[src/rtl/qmult_pkg.sv]
// Shared constants and types for the Q15 multiplier arbiter.
// Q15 operands in, Q31 products out, fixed 3-stage multiply pipeline.
package qmult_pkg;
  localparam int Q15_W      = 16;
  localparam int Q31_W      = 32;
  localparam int ID_W       = 3;
  localparam int PIPE_DEPTH = 3;

  localparam logic [Q15_W-1:0] Q15_MIN = 16'h8000;
  localparam logic [Q31_W-1:0] Q31_SAT = 32'h7FFF_FFFF;

  typedef struct packed {
    logic [ID_W-1:0]  id;
    logic [Q15_W-1:0] a;
    logic [Q15_W-1:0] b;
  } mult_req_t;

  typedef struct packed {
    logic [ID_W-1:0]  id;
    logic [Q31_W-1:0] data;
    logic             ovf;
  } mult_rsp_t;
endpackage

[src/rtl/q15_mult_pipe.sv]
// 3-stage Q15 x Q15 -> Q31 saturating multiplier with id/valid sideband.
//   stage 1: signed 16x16 product
//   stage 2: doubling into Q31, saturating the single overflow case
//   stage 3: output register
// Ports: clk, reset (async, active low), en (advance all stages),
//        in_valid/in_req (operands + id), out_valid/out_rsp, busy.
module q15_mult_pipe
  import qmult_pkg::*;
(
  input  logic      clk,
  input  logic      reset,
  input  logic      en,
  input  logic      in_valid,
  input  mult_req_t in_req,
  output logic      out_valid,
  output mult_rsp_t out_rsp,
  output logic      busy
);
  logic [PIPE_DEPTH:1]      vld_pipe;
  logic [ID_W-1:0]          s1_id, s2_id;
  logic signed [Q31_W-1:0]  s1_prod;
  logic [Q31_W-1:0]         s2_data;
  logic                     s2_ovf;

  always_ff @(posedge clk or negedge reset) begin
    if (!reset) begin
      vld_pipe <= '0;
      s1_id    <= '0;
      s1_prod  <= '0;
      s2_id    <= '0;
      s2_data  <= '0;
      s2_ovf   <= 1'b0;
      out_rsp  <= '0;
    end else if (en) begin
      vld_pipe <= {vld_pipe[PIPE_DEPTH-1:1], in_valid};
      s1_id    <= in_req.id;
      s1_prod  <= $signed(in_req.a) * $signed(in_req.b);
      s2_id    <= s1_id;
      // 0x40000000 only arises from -1.0 * -1.0; doubling it would wrap.
      if (s1_prod == 32'sh4000_0000) begin
        s2_data <= Q31_SAT;
        s2_ovf  <= 1'b1;
      end else begin
        s2_data <= {s1_prod[Q31_W-2:0], 1'b0};
        s2_ovf  <= 1'b0;
      end
      out_rsp  <= '{id: s2_id, data: s2_data, ovf: s2_ovf};
    end
  end

  assign out_valid = vld_pipe[PIPE_DEPTH];
  assign busy      = |vld_pipe;
endmodule

[src/rtl/qmult_arbiter.sv]
// Round-robin arbiter feeding one shared Q15 saturating multiplier.
// Ports: clk, reset (async, active low); req_valid/req_ready/req_a/req_b
//        per requester (16-bit slices); rsp_valid/rsp_ready/rsp_id/
//        rsp_data/rsp_ovf result stream; busy (pipeline occupied).
// Optional: QMULT_ARBITER_OVF_COUNT_EN adds ovf_count, a saturating
//           16-bit count of consumed saturated results.
module qmult_arbiter
  import qmult_pkg::*;
#(
  parameter int NREQ = 4
) (
  input  logic                   clk,
  input  logic                   reset,
  input  logic [NREQ-1:0]        req_valid,
  output logic [NREQ-1:0]        req_ready,
  input  logic [Q15_W*NREQ-1:0]  req_a,
  input  logic [Q15_W*NREQ-1:0]  req_b,
  output logic                   rsp_valid,
  input  logic                   rsp_ready,
  output logic [ID_W-1:0]        rsp_id,
  output logic [Q31_W-1:0]       rsp_data,
  output logic                   rsp_ovf,
  output logic                   busy
`ifdef QMULT_ARBITER_OVF_COUNT_EN
  ,
  output logic [15:0]            ovf_count
`endif
);
  logic [NREQ-1:0][Q15_W-1:0] a_v, b_v;
  logic [ID_W-1:0]  ptr, gnt_idx;
  logic             gnt_any, stall, hs;
  logic [NREQ-1:0]  grant;
  logic [Q15_W-1:0] sel_a, sel_b;
  mult_req_t        mreq;
  mult_rsp_t        mrsp;

  assign a_v = req_a;
  assign b_v = req_b;

  // First valid requester at or above ptr, wrapping.
  always_comb begin
    gnt_any = 1'b0;
    gnt_idx = '0;
    for (int k = 0; k < NREQ; k++)
      for (int i = 0; i < NREQ; i++)
        if (!gnt_any && req_valid[i] && ((int'(ptr) + k) % NREQ == i)) begin
          gnt_any = 1'b1;
          gnt_idx = ID_W'(i);
        end
  end

  always_comb begin
    grant = '0;
    sel_a = '0;
    sel_b = '0;
    for (int i = 0; i < NREQ; i++)
      if (gnt_idx == ID_W'(i)) begin
        grant[i] = gnt_any;
        sel_a    = a_v[i];
        sel_b    = b_v[i];
      end
  end

  assign stall     = rsp_valid & ~rsp_ready;
  // Gated by reset so nothing is offered while reset is held.
  assign req_ready = (reset && !stall) ? grant : '0;
  assign hs        = |req_ready;
  assign mreq      = '{id: gnt_idx, a: sel_a, b: sel_b};

  always_ff @(posedge clk or negedge reset) begin
    if (!reset)  ptr <= '0;
    else if (hs) ptr <= (gnt_idx == ID_W'(NREQ-1)) ? '0 : gnt_idx + 1'b1;
  end

  // Whole pipe freezes on stall; a free output slot lets it advance,
  // so a new result lands in the same cycle the old one is consumed.
  q15_mult_pipe u_pipe (
    .clk       (clk),
    .reset     (reset),
    .en        (~stall),
    .in_valid  (hs),
    .in_req    (mreq),
    .out_valid (rsp_valid),
    .out_rsp   (mrsp),
    .busy      (busy)
  );

  assign rsp_id   = mrsp.id;
  assign rsp_data = mrsp.data;
  assign rsp_ovf  = mrsp.ovf;

`ifdef QMULT_ARBITER_OVF_COUNT_EN
  always_ff @(posedge clk or negedge reset) begin
    if (!reset)
      ovf_count <= '0;
    else if (rsp_valid && rsp_ready && rsp_ovf && ovf_count != 16'hFFFF)
      ovf_count <= ovf_count + 16'd1;
  end
`endif
endmodule

[config.mk]
export PLATFORM = sky130hd
export DESIGN_NAME = qmult_arbiter
export DESIGN_NICKNAME = d
export VERILOG_FILES = /design/src/rtl/qmult_pkg.sv /design/src/rtl/q15_mult_pipe.sv /design/src/rtl/qmult_arbiter.sv
export SDC_FILE = /design/constraint.sdc
export NUM_CORES = 1
export LEC_CHECK = 0
export CAP_MARGIN = 20
export CORE_MARGIN = 1
export CORE_UTILIZATION = 55
export CTS_CLUSTER_SIZE = 40
export DETAILED_ROUTE_END_ITERATION = 10
export GPL_ROUTABILITY_DRIVEN = 0
export PLACE_DENSITY = 0.85
export SLEW_MARGIN = 15
export SYNTH_ARGS = -nofsm -noshare
export SYNTH_HDL_FRONTEND = slang
export SYNTH_SLANG_ARGS = --single-unit
[constraint.sdc]
create_clock -name clk -period 9.41 [get_ports clk]
set_clock_uncertainty 0.1 [all_clocks]
set_input_delay 1.882 -clock clk [delete_from_list [all_inputs] [get_ports clk]]
set_output_delay 1.882 -clock clk [all_outputs]
set_load 0.03 [all_outputs]
## Word level (Yosys, flattened, before mapping)

Cells that the tools add are included.

| storage, ports and cells | value |
|---|---|
| word-level logic and storage cells | 141 |
| register bits after elaboration | 112 |
| input bits | 135 |

| cells by class | value |
|---|---|
| reductions and logical operators | 58 |
| multipliers | 1 |
| add/subtract/negate cells | 4 |
| multiplexer cells | 47 |
| eq/ne operators | 16 |
| bitwise logic cells | 5 |

Operators with widths:

| operator | count |
|---|---|
| $logic_not A32 Y1 | 4 |
| $mux W16 | 8 |
| $mux W3 | 13 |
| $eq A32 B32 Y1 const B | 1 |
| $logic_and A1 B1 Y1 | 32 |
| $mul A16 B16 Y32 | 1 |
| $mux W32 | 1 |
| $mux W1 | 22 |
| $eq A3 B3 Y1 const B | 6 |
| $logic_not A1 Y1 | 16 |
| $eq A3 B2 Y1 const B | 5 |
| $reduce_or A2 Y1 | 3 |
| $add A2 B1 Y2 const B | 2 |
| $add A2 B2 Y2 const B | 2 |
| $eq A2 B2 Y1 const B | 2 |
| $mux W2 | 2 |
| $mux W4 | 1 |
| $reduce_or A4 Y1 | 1 |
| $and A1 B1 Y1 const A | 3 |
| $eq A3 B1 Y1 const B | 1 |
| $logic_not A3 Y1 | 1 |
| $reduce_or A3 Y1 | 1 |
| $eq A2 B1 Y1 const B | 1 |
| $and A1 B1 Y1 | 1 |
| $not A1 Y1 | 1 |

## Depth between registers and ports, before layout

Gate-level depths: netlist of the first run.

| logic depth | value |
|---|---|
| depth in word-level cells | 69 |
| mapped depth | 36 |
| mapped depth without buffers | 34 |

## Modules after synthesis

Synthesis of the first run repeated with hierarchy kept, for this count alone.

| unflattened totals | value |
|---|---|
| cell total of the unflattened synthesis | 1,657 |
| area, all modules | 15,489.9 sq um |

Modules (own cells, without submodules):

| module | cells an instance | area an instance (sq um) | times used |
|---|---|---|---|
| q15_mult_pipe | 1,404 | 14,134.8 | 1 |
| qmult_arbiter | 253 | 1,355.0 | 1 |

## Worst setup path after synthesis of the first run

Ideal clock, no wire load.

| path | value |
|---|---|
| kind | input -> register |
| start point | in req_valid[0] |
| end point | reg u_pipe.s1_prod[31] |
| stages on the path | 31 |
| library setup time | 69 ps |
| arrival | 9,254 ps |
| path slack | -12 ps |
| path through | nand3_1 -> a21oi_1 -> a211oi_1 -> ha_1 -> clkbuf_1 -> clkbuf_1 -> buf_1 -> nor2_1 -> a21oi_1 -> nor2_1 -> a21oi_1 -> nor2_1 -> fa_1 -> inv_1 -> fa_1 -> fa_1 -> inv_1 -> ha_1 -> fa_1 -> inv_1 -> fa_1 -> inv_1 -> ha_1 -> or4_4 -> o21bai_4 -> a2111o_1 -> nand4_2 -> a31oi_2 -> a41o_1 -> or3_1 -> nand3_1 |

| on the way | value |
|---|---|
| longest elaborated chain between the ends | 68 |
| elaborated cells on any way between the ends | 89 |
| classes of those cells | mul (1); eq/ne (3); mux (38); reduce/logical (47) |

Ends and longest elaborated chain:

| element | line | text |
|---|---|---|
| start: declaration | qmult_arbiter.sv:14 | `input logic [NREQ-1:0] req_valid,` |
| $logic_and A1 B1 Y1 | qmult_arbiter.sv:46 | `if (!gnt_any && req_valid[i] && ((int'(ptr) + k) % NREQ == i)) begin` |
| $mux W1 | qmult_arbiter.sv:46 |  |
| $logic_not A1 Y1 | qmult_arbiter.sv:46 |  |
| $logic_and A1 B1 Y1 (2 in a row) | qmult_arbiter.sv:46 |  |
| $mux W1 | qmult_arbiter.sv:46 |  |
| $logic_not A1 Y1 | qmult_arbiter.sv:46 |  |
| $logic_and A1 B1 Y1 (2 in a row) | qmult_arbiter.sv:46 |  |
| $mux W1 | qmult_arbiter.sv:46 |  |
| [... 47 more ...] | -- |  |
| $mux W1 | qmult_arbiter.sv:46 |  |
| $logic_not A1 Y1 | qmult_arbiter.sv:46 |  |
| $logic_and A1 B1 Y1 (2 in a row) | qmult_arbiter.sv:46 |  |
| $mux W3 (*) | qmult_arbiter.sv:46 |  |
| via gnt_idx[1] | qmult_arbiter.sv:30 | `logic [ID_W-1:0] ptr, gnt_idx;` |
| $logic_not A3 Y1 | qmult_arbiter.sv:57 | `if (gnt_idx == ID_W'(i)) begin` |
| $mux W16 (4 in a row) | qmult_arbiter.sv:57 |  |
| $mul A16 B16 Y32 (*) | q15_mult_pipe.sv:37 | `s1_prod <= $signed(in_req.a) * $signed(in_req.b);` |
| end signal: assignment | q15_mult_pipe.sv:37 |  |
| end: declaration | q15_mult_pipe.sv:21 | `logic signed [Q31_W-1:0] s1_prod;` |

The timed path passes the listed nets; every way through them passes the cells marked *.
A chain may end at the register's enable or synchronous reset.

## Worst setup path after layout of the first run

Same ends and word-level chain as after synthesis.

==> results.yml, run 1 <==
clocking:
  cts_tree: "yes"
  clk_pin_slew_worst_paths_ps: 80
  cts.path.max_buffers: 2
  clk_latency_ps: 360
  cts.sinks: 107
  numCtsBuffers: 9
  htree_levels: 3
  cts_root_buffer: "clkbuf_16"
final_layout:
  nets: 2597
  drive_gt1_share_pct: 13.4
  num_antenna_cells: 0
  syn2layout_area_growth_pct: 27.1
synthesis:
  yosysWarnings: 0
  synth_ff_type: "dfrtp_1"
  synthArstFlopShare_pct: 100
  syn_area_um2: 15000
  synth_area_per_cell_um2: 8.38
  ys_seq_area_share_pct: 17.8
  syn-num-nets: 2276
  synth_cells: 1793
  synthTopCellsByCount: "nand2_1 (338), inv_1 (307), fa_1 (262)"
  synth_cell_types: 60
  yosysTopAreaCell: "fa_1"
  synth_edf_count: 0
  yosys.cell_count.top_type: "nand2_1"
  synth_area_leaders: "fa_1 (35%), dfrtp_1 (18%), nand2_1 (8.4%)"
  ys_seq_elements: 107
  synth_top_area_share_pct: 34.9
routing:
  drcViolationCount: 1
  detail_route.wl_per_cell_um: 17.6
  firstDrtPassIters: 9
  antenna_left: 0
  vias: 13800
  drt_wl_total_mm: 43.4
  drtIter0Drc: 1264
  routed_via_density: 5.60
timing:
  relSlewSlack_pct: 48.6
  post-route-period-util_pct: 97.8
  finalMaxSlewViolations: 0
  tightest_slew_ps: 771
  period_minus_slack_ps: 9200
  setup_tns_ps: 0
  setup_viol: 0
  fin_hold_ws_ps: 369
  fmax_mhz: 109
  hold_viol: 0
hold_path:
  min_to: "u_pipe.out_rsp[7]$_DFFE_PN0N_"
  holdPathStages: 2
  hp-start: "u_pipe.out_rsp[7]$_DFFE_PN0N_"
  hp-class: "flop to flop"
setup_path:
  r2r-start: "ptr[1]$_DFFE_PN0P_"
  crit_slowest_cell: "fa_1"
  cp_max_fo: 10
  startpoint: "req_valid[0]"
  crit_arrival_ps: 9400
  worst_path_largest_cell_delay_ps: 530
  crit_type: "input pin to flop"
  reg2reg_depth: 33
  r2r-end: "u_pipe.s1_prod[31]$_DFFE_PN0N_"
  crit_path_end_kind: "flop"
  required_ps: 9610
  start_kind: "input pin"
  regToRegSetupSlack_ps: 1490
outcome:
  violations: "design-rule violations"
  status: "finished with violations"
global_routing:
  grt_max_degree: 71
  grt.total_usage_pct: 32.0
  grt_antenna_before_repair: 0
  grt_pass1_wl_mm: 70.8
  grt_pass1_vias: 14600
  grt-ovfl-total: 0
place:
  port_buffers: 175
  place_hpwl_mm: 35.4
floorplanning:
  core_area_um2: 26900
  dieHeight_um: 167
  row_count: 60
  die_width_um: 167
  start_util_pct: 55.9
  dieArea_um2: 28000
  ios: 177
job:
  cap_violations: 0
## final cells by class
| cell class | instances | area [µm²] |
|---|---|---|
| inverters | 307 | 1150 |
| multi-input cells | 1300 | 11100 |
| clock buffers | 9 | 225 |
| repair buffers | 389 | 3470 |
| fillers | 1872 | 7790 |
| flip-flops and latches | 107 | 2680 |
| clock inverters | 7 | 66.3 |
| well taps | 341 | 427 |
## cells by family (layout without fill, tap and decap cells)
logic type,Yosys count,in the layout,share of synthesized area (%)
AOI/OAI and AO/OA,226,226,9.47
xor gates and xnor gates,31,31,1.81
adders and majority gates,348,348,42.1
buffers and inverters,386,712,9.70
DFF,107,107,17.8
muxes,3,3,0.208
other,1,1,0.0250
and+or+nand+nor,691,691,18.9
## worst max-delay path: cells and delay by family
kind	cells	cell delay [ps]
adders and majority gates	8	3500
AOI/OAI and AO/OA	8	1620
and+or+nand+nor	8	1310
buffers and inverters	10	1100
## how the worst max path moves through the flow
stage	endpoint	depth (start not counted)
2_1_floorplan	u_pipe.s1_prod[31]$_DFFE_PN0N_	33
3_3_place_gp	u_pipe.s1_prod[31]$_DFFE_PN0N_	32
3_5_place_dp	u_pipe.s1_prod[30]$_DFFE_PN0N_	34
4_1_cts	u_pipe.s1_prod[31]$_DFFE_PN0N_	34
5_1_grt	u_pipe.s1_prod[28]$_DFFE_PN0N_	34
6_report	u_pipe.s1_prod[31]$_DFFE_PN0N_	34
## repair_timing
item | in CTS | in global routing
resized for setup | 18 | 32
pin swaps | 5 | 10
setup buffers | 6 | 7
gates cloned | 1 | 0
hold buffers | 0 | 0
setup endpoints to repair | 8 | 16
hold endpoints to repair | 0 | 0
## registers in the layout, indices dropped and copies added, names as in the netlist
name and cells:
u_pipe.out_rsp 34, u_pipe.s1_prod 32, u_pipe.s2_data 32, u_pipe.vld_pipe 3, ptr 2, u_pipe.s1_id 2, u_pipe.s2_id 2
## stage by stage
stage          util [%]  worst slack, ps  area, µm²  std cells
2_1_floorplan         -             17.3      15000       1793
3_5_place_dp       68.8             -507      18500       2430
5_1_grt            71.0            -83.2      19100       2460
6_report           71.0              207      19100       2460
4_1_cts            70.4             4.84      18900       2453
3_3_place_gp       68.8             -194      18500       2430
## cell usage in the layout (no fill, tap or decap), drive strengths merged, types with 3 or more instances in the layout
cell type / instances
nand2: 338
inv: 311
fa: 262
nor2: 249
buf: 214
clkdlybuf4s50: 170
a21oi: 114
dfrtp: 107
ha: 86
nand3: 39
a21o: 32
xnor2: 20
a22oi: 19
o21ai: 19
nand2b: 18
xor2: 11
clkbuf: 9
nor4: 8
and2: 7
a211oi: 6
nor2b: 6
o31ai: 5
a211o: 4
or3: 4
o21a: 4
or2: 3
nor3: 3
o21bai: 3
or4: 3
nand4: 3
## per-layer routing
| metal | part of all wire, % | vias to the layer above | GRT usage (%) |
|---|---|---|---|
| met4 | 6.0 | 0 | 17.0 |
| met1 | 37 | 6664 | 38.3 |
| met3 | 8.3 | 254 | 6.33 |
| met5 | 0 | - | 0 |
| met2 | 49 | 714 | 54.8 |
| li1 | - | 6140 | - |
Power of run 1 is left out: the tool's default activity adds up to more than one toggle a clock period on the data nets, which glitch-free logic cannot reach.
==> run 2, diff against run 1 <==
--- a/config.mk
+++ b/config.mk
@@ -8,9 +8,9 @@
 export CAP_MARGIN = 20
 export CORE_MARGIN = 1
 export CORE_UTILIZATION = 55
+export CTS_CLUSTER_DIAMETER = 50
 export CTS_CLUSTER_SIZE = 40
 export DETAILED_ROUTE_END_ITERATION = 10
-export GPL_ROUTABILITY_DRIVEN = 0
 export PLACE_DENSITY = 0.85
 export SLEW_MARGIN = 15
 export SYNTH_ARGS = -nofsm -noshare
==> run 2 against run 1 <==
The run now ends clean. First-iteration DRC count decreased by 29%. Non-clock buffer count is 34 higher. Critical path depth did not move. Maximum frequency is 0.61% lower. Flip-flop and latch count unchanged. Critical endpoint unchanged. Largest cell class unchanged.
==> results.yml, run 2 (synthesis results as in run 1) <==
clocking:
  clk_latency_ps: 350
  cts.path.max_buffers: 2
  cts.sinks: 107
  clk_pin_slew_worst_paths_ps: 70
  htree_levels: 3
  numCtsBuffers: 9
  cts_hold_buf: 0
  cts_tree: "yes"
  cts_root_buffer: "clkbuf_16"
global_routing:
  grt_pass1_vias: 14100
  grt_antenna_before_repair: 0
  grt-ovfl-total: 0
  grt.total_usage_pct: 32.0
  grt_max_degree: 90
  grt_pass1_wl_mm: 70.4
routing:
  drt_wl_total_mm: 43.5
  firstDrtPassIters: 6
  antenna_left: 0
  routed_via_density: 5.32
  drtIter0Drc: 903
  drcViolationCount: 0
  vias: 13300
  detail_route.wl_per_cell_um: 17.5
final_layout:
  largest_register_ff_count: 34
  nets: 2631
  drive_gt1_share_pct: 17.0
  num_antenna_cells: 0
  final_cell_mix: "nand2_1 (335), inv_1 (301), fa_1 (250)"
  top_register: "u_pipe.out_rsp"
  stdcell_count: 2494
  final_common_cell: "nand2_1"
  reg_top3: "u_pipe.out_rsp x34, u_pipe.s1_prod x32, u_pipe.s2_data x32"
  postLayoutCellArea_um2: 19600
  syn2layout_area_growth_pct: 30.7
  utilization_pct: 73.0
setup_path:
  r2r-start: "ptr[1]$_DFFE_PN0P_"
  r2r-end: "u_pipe.s1_prod[31]$_DFFE_PN0N_"
  crit_arrival_ps: 9450
  crit_path_end_kind: "flop"
  crit_type: "input pin to flop"
  reg2reg_depth: 33
  cp_max_fo: 17
  required_ps: 9600
  start_kind: "input pin"
  worst_path_most_repeated_cell: "fa_1"
  regToRegSetupSlack_ps: 1560
  crit_slowest_cell: "or4_4"
  crit_path_end: "u_pipe.s1_prod[31]$_DFFE_PN0N_"
  worst_path_largest_cell_delay_ps: 590
  startpoint: "req_valid[2]"
timing:
  post-route-period-util_pct: 98.4
  hold_viol: 0
  fmax_mhz: 108
  period_minus_slack_ps: 9260
  setup_viol: 0
  relSlewSlack_pct: 48.2
  tightest_slew_ps: 777
  finalMaxSlewViolations: 0
place:
  place_area_um2: 18700
  dp.cells: 2452
  place_hpwl_mm: 35.9
  port_buffers: 175
  place.gp.congestion: 0.943
floorplanning:
  dieHeight_um: 167
  row_count: 60
  dieArea_um2: 28000
  core_area_um2: 26900
  start_util_pct: 55.9
  ios: 177
  die_width_um: 167
hold_path:
  hp-class: "flop to flop"
  hp-start: "u_pipe.out_rsp[32]$_DFFE_PN0N_"
job:
  cap_violations: 0
outcome:
  status: "finished, final reports clean"
run 2: cell types whose count changed in the layout (fill, tap and decap cells not counted), moves of 8 or more:
| cell | before | now |
|---|---|---|
| fa_1 | 260 | 250 |
| buf_4 | 205 | 226 |
| a21oi_1 | 103 | 95 |
| a22oi_2 | 3 | 11 |
| a22oi_1 | 16 | 8 |
| fa_2 | 2 | 12 |
| a21oi_2 | 10 | 18 |
run 2: metrics by stage:
| step | setup TNS, ps | hold WS, ps | worst slack (ps) |
|---|---|---|---|
| after floorplan | 0 | 339 | 17.3 |
| after CTS | 0 | 374 | 1.87 |
| after global routing | -342 | 403 | -108 |
| final | 0 | 368 | 150 |
| after global placement | -1880 | 349 | -285 |
| after detailed placement | -3740 | 357 | -468 |
run 2: worst min path at each step:
stage	end	slack, ps	depth (start not counted)
floorplan	u_pipe.s2_id[0]$_DFFE_PN0N_	340	2
global placement	u_pipe.s2_id[1]$_DFFE_PN0N_	350	2
detailed placement	u_pipe.out_rsp[21]$_DFFE_PN0N_	360	2
CTS	u_pipe.out_rsp[21]$_DFFE_PN0N_	370	2
global route	u_pipe.out_rsp[4]$_DFFE_PN0N_	400	2
finish	u_pipe.out_rsp[32]$_DFFE_PN0N_	370	2
run 2: final cells by class:
cell class	count	area, µm²
multi-input combinational	1300	11300
clock inverter	7	61.3
fill	1971	7250
sequential	107	2680
inverter	307	1150
tap	341	427
clock buffer	9	225
timing repair buffer	423	3810
run 2: critical path: cells and delay by family:
family	cells	cell delay, ps
adder cells (fa/ha/maj)	8	2990
AND/OR/NAND/NOR	8	1360
buffers and inverters	10	1380
AO/OA/AOI/OAI	8	1800
run 2: timing repair:
action,in CTS,in global routing
setup endpoints to repair,5,16
cloned,1,1
buffers inserted,3,22
endpoints found under the hold margin,0,0
pin swaps,1,45
gates resized for setup,8,101
run 2: metal layers:
| layer | share of wire, % | wire (µm) | track usage, % | up-vias |
|---|---|---|---|---|
| li1 | - | - | - | 6214 |
| met1 | 41 | 17700 | 40.4 | 6513 |
| met2 | 50 | 21900 | 56.0 | 455 |
| met3 | 6.3 | 2730 | 5.77 | 82 |
| met4 | 2.8 | 1220 | 9.69 | 0 |
| met5 | 0 | 0 | 0 | - |
Power of run 2 is left out for the same reason.
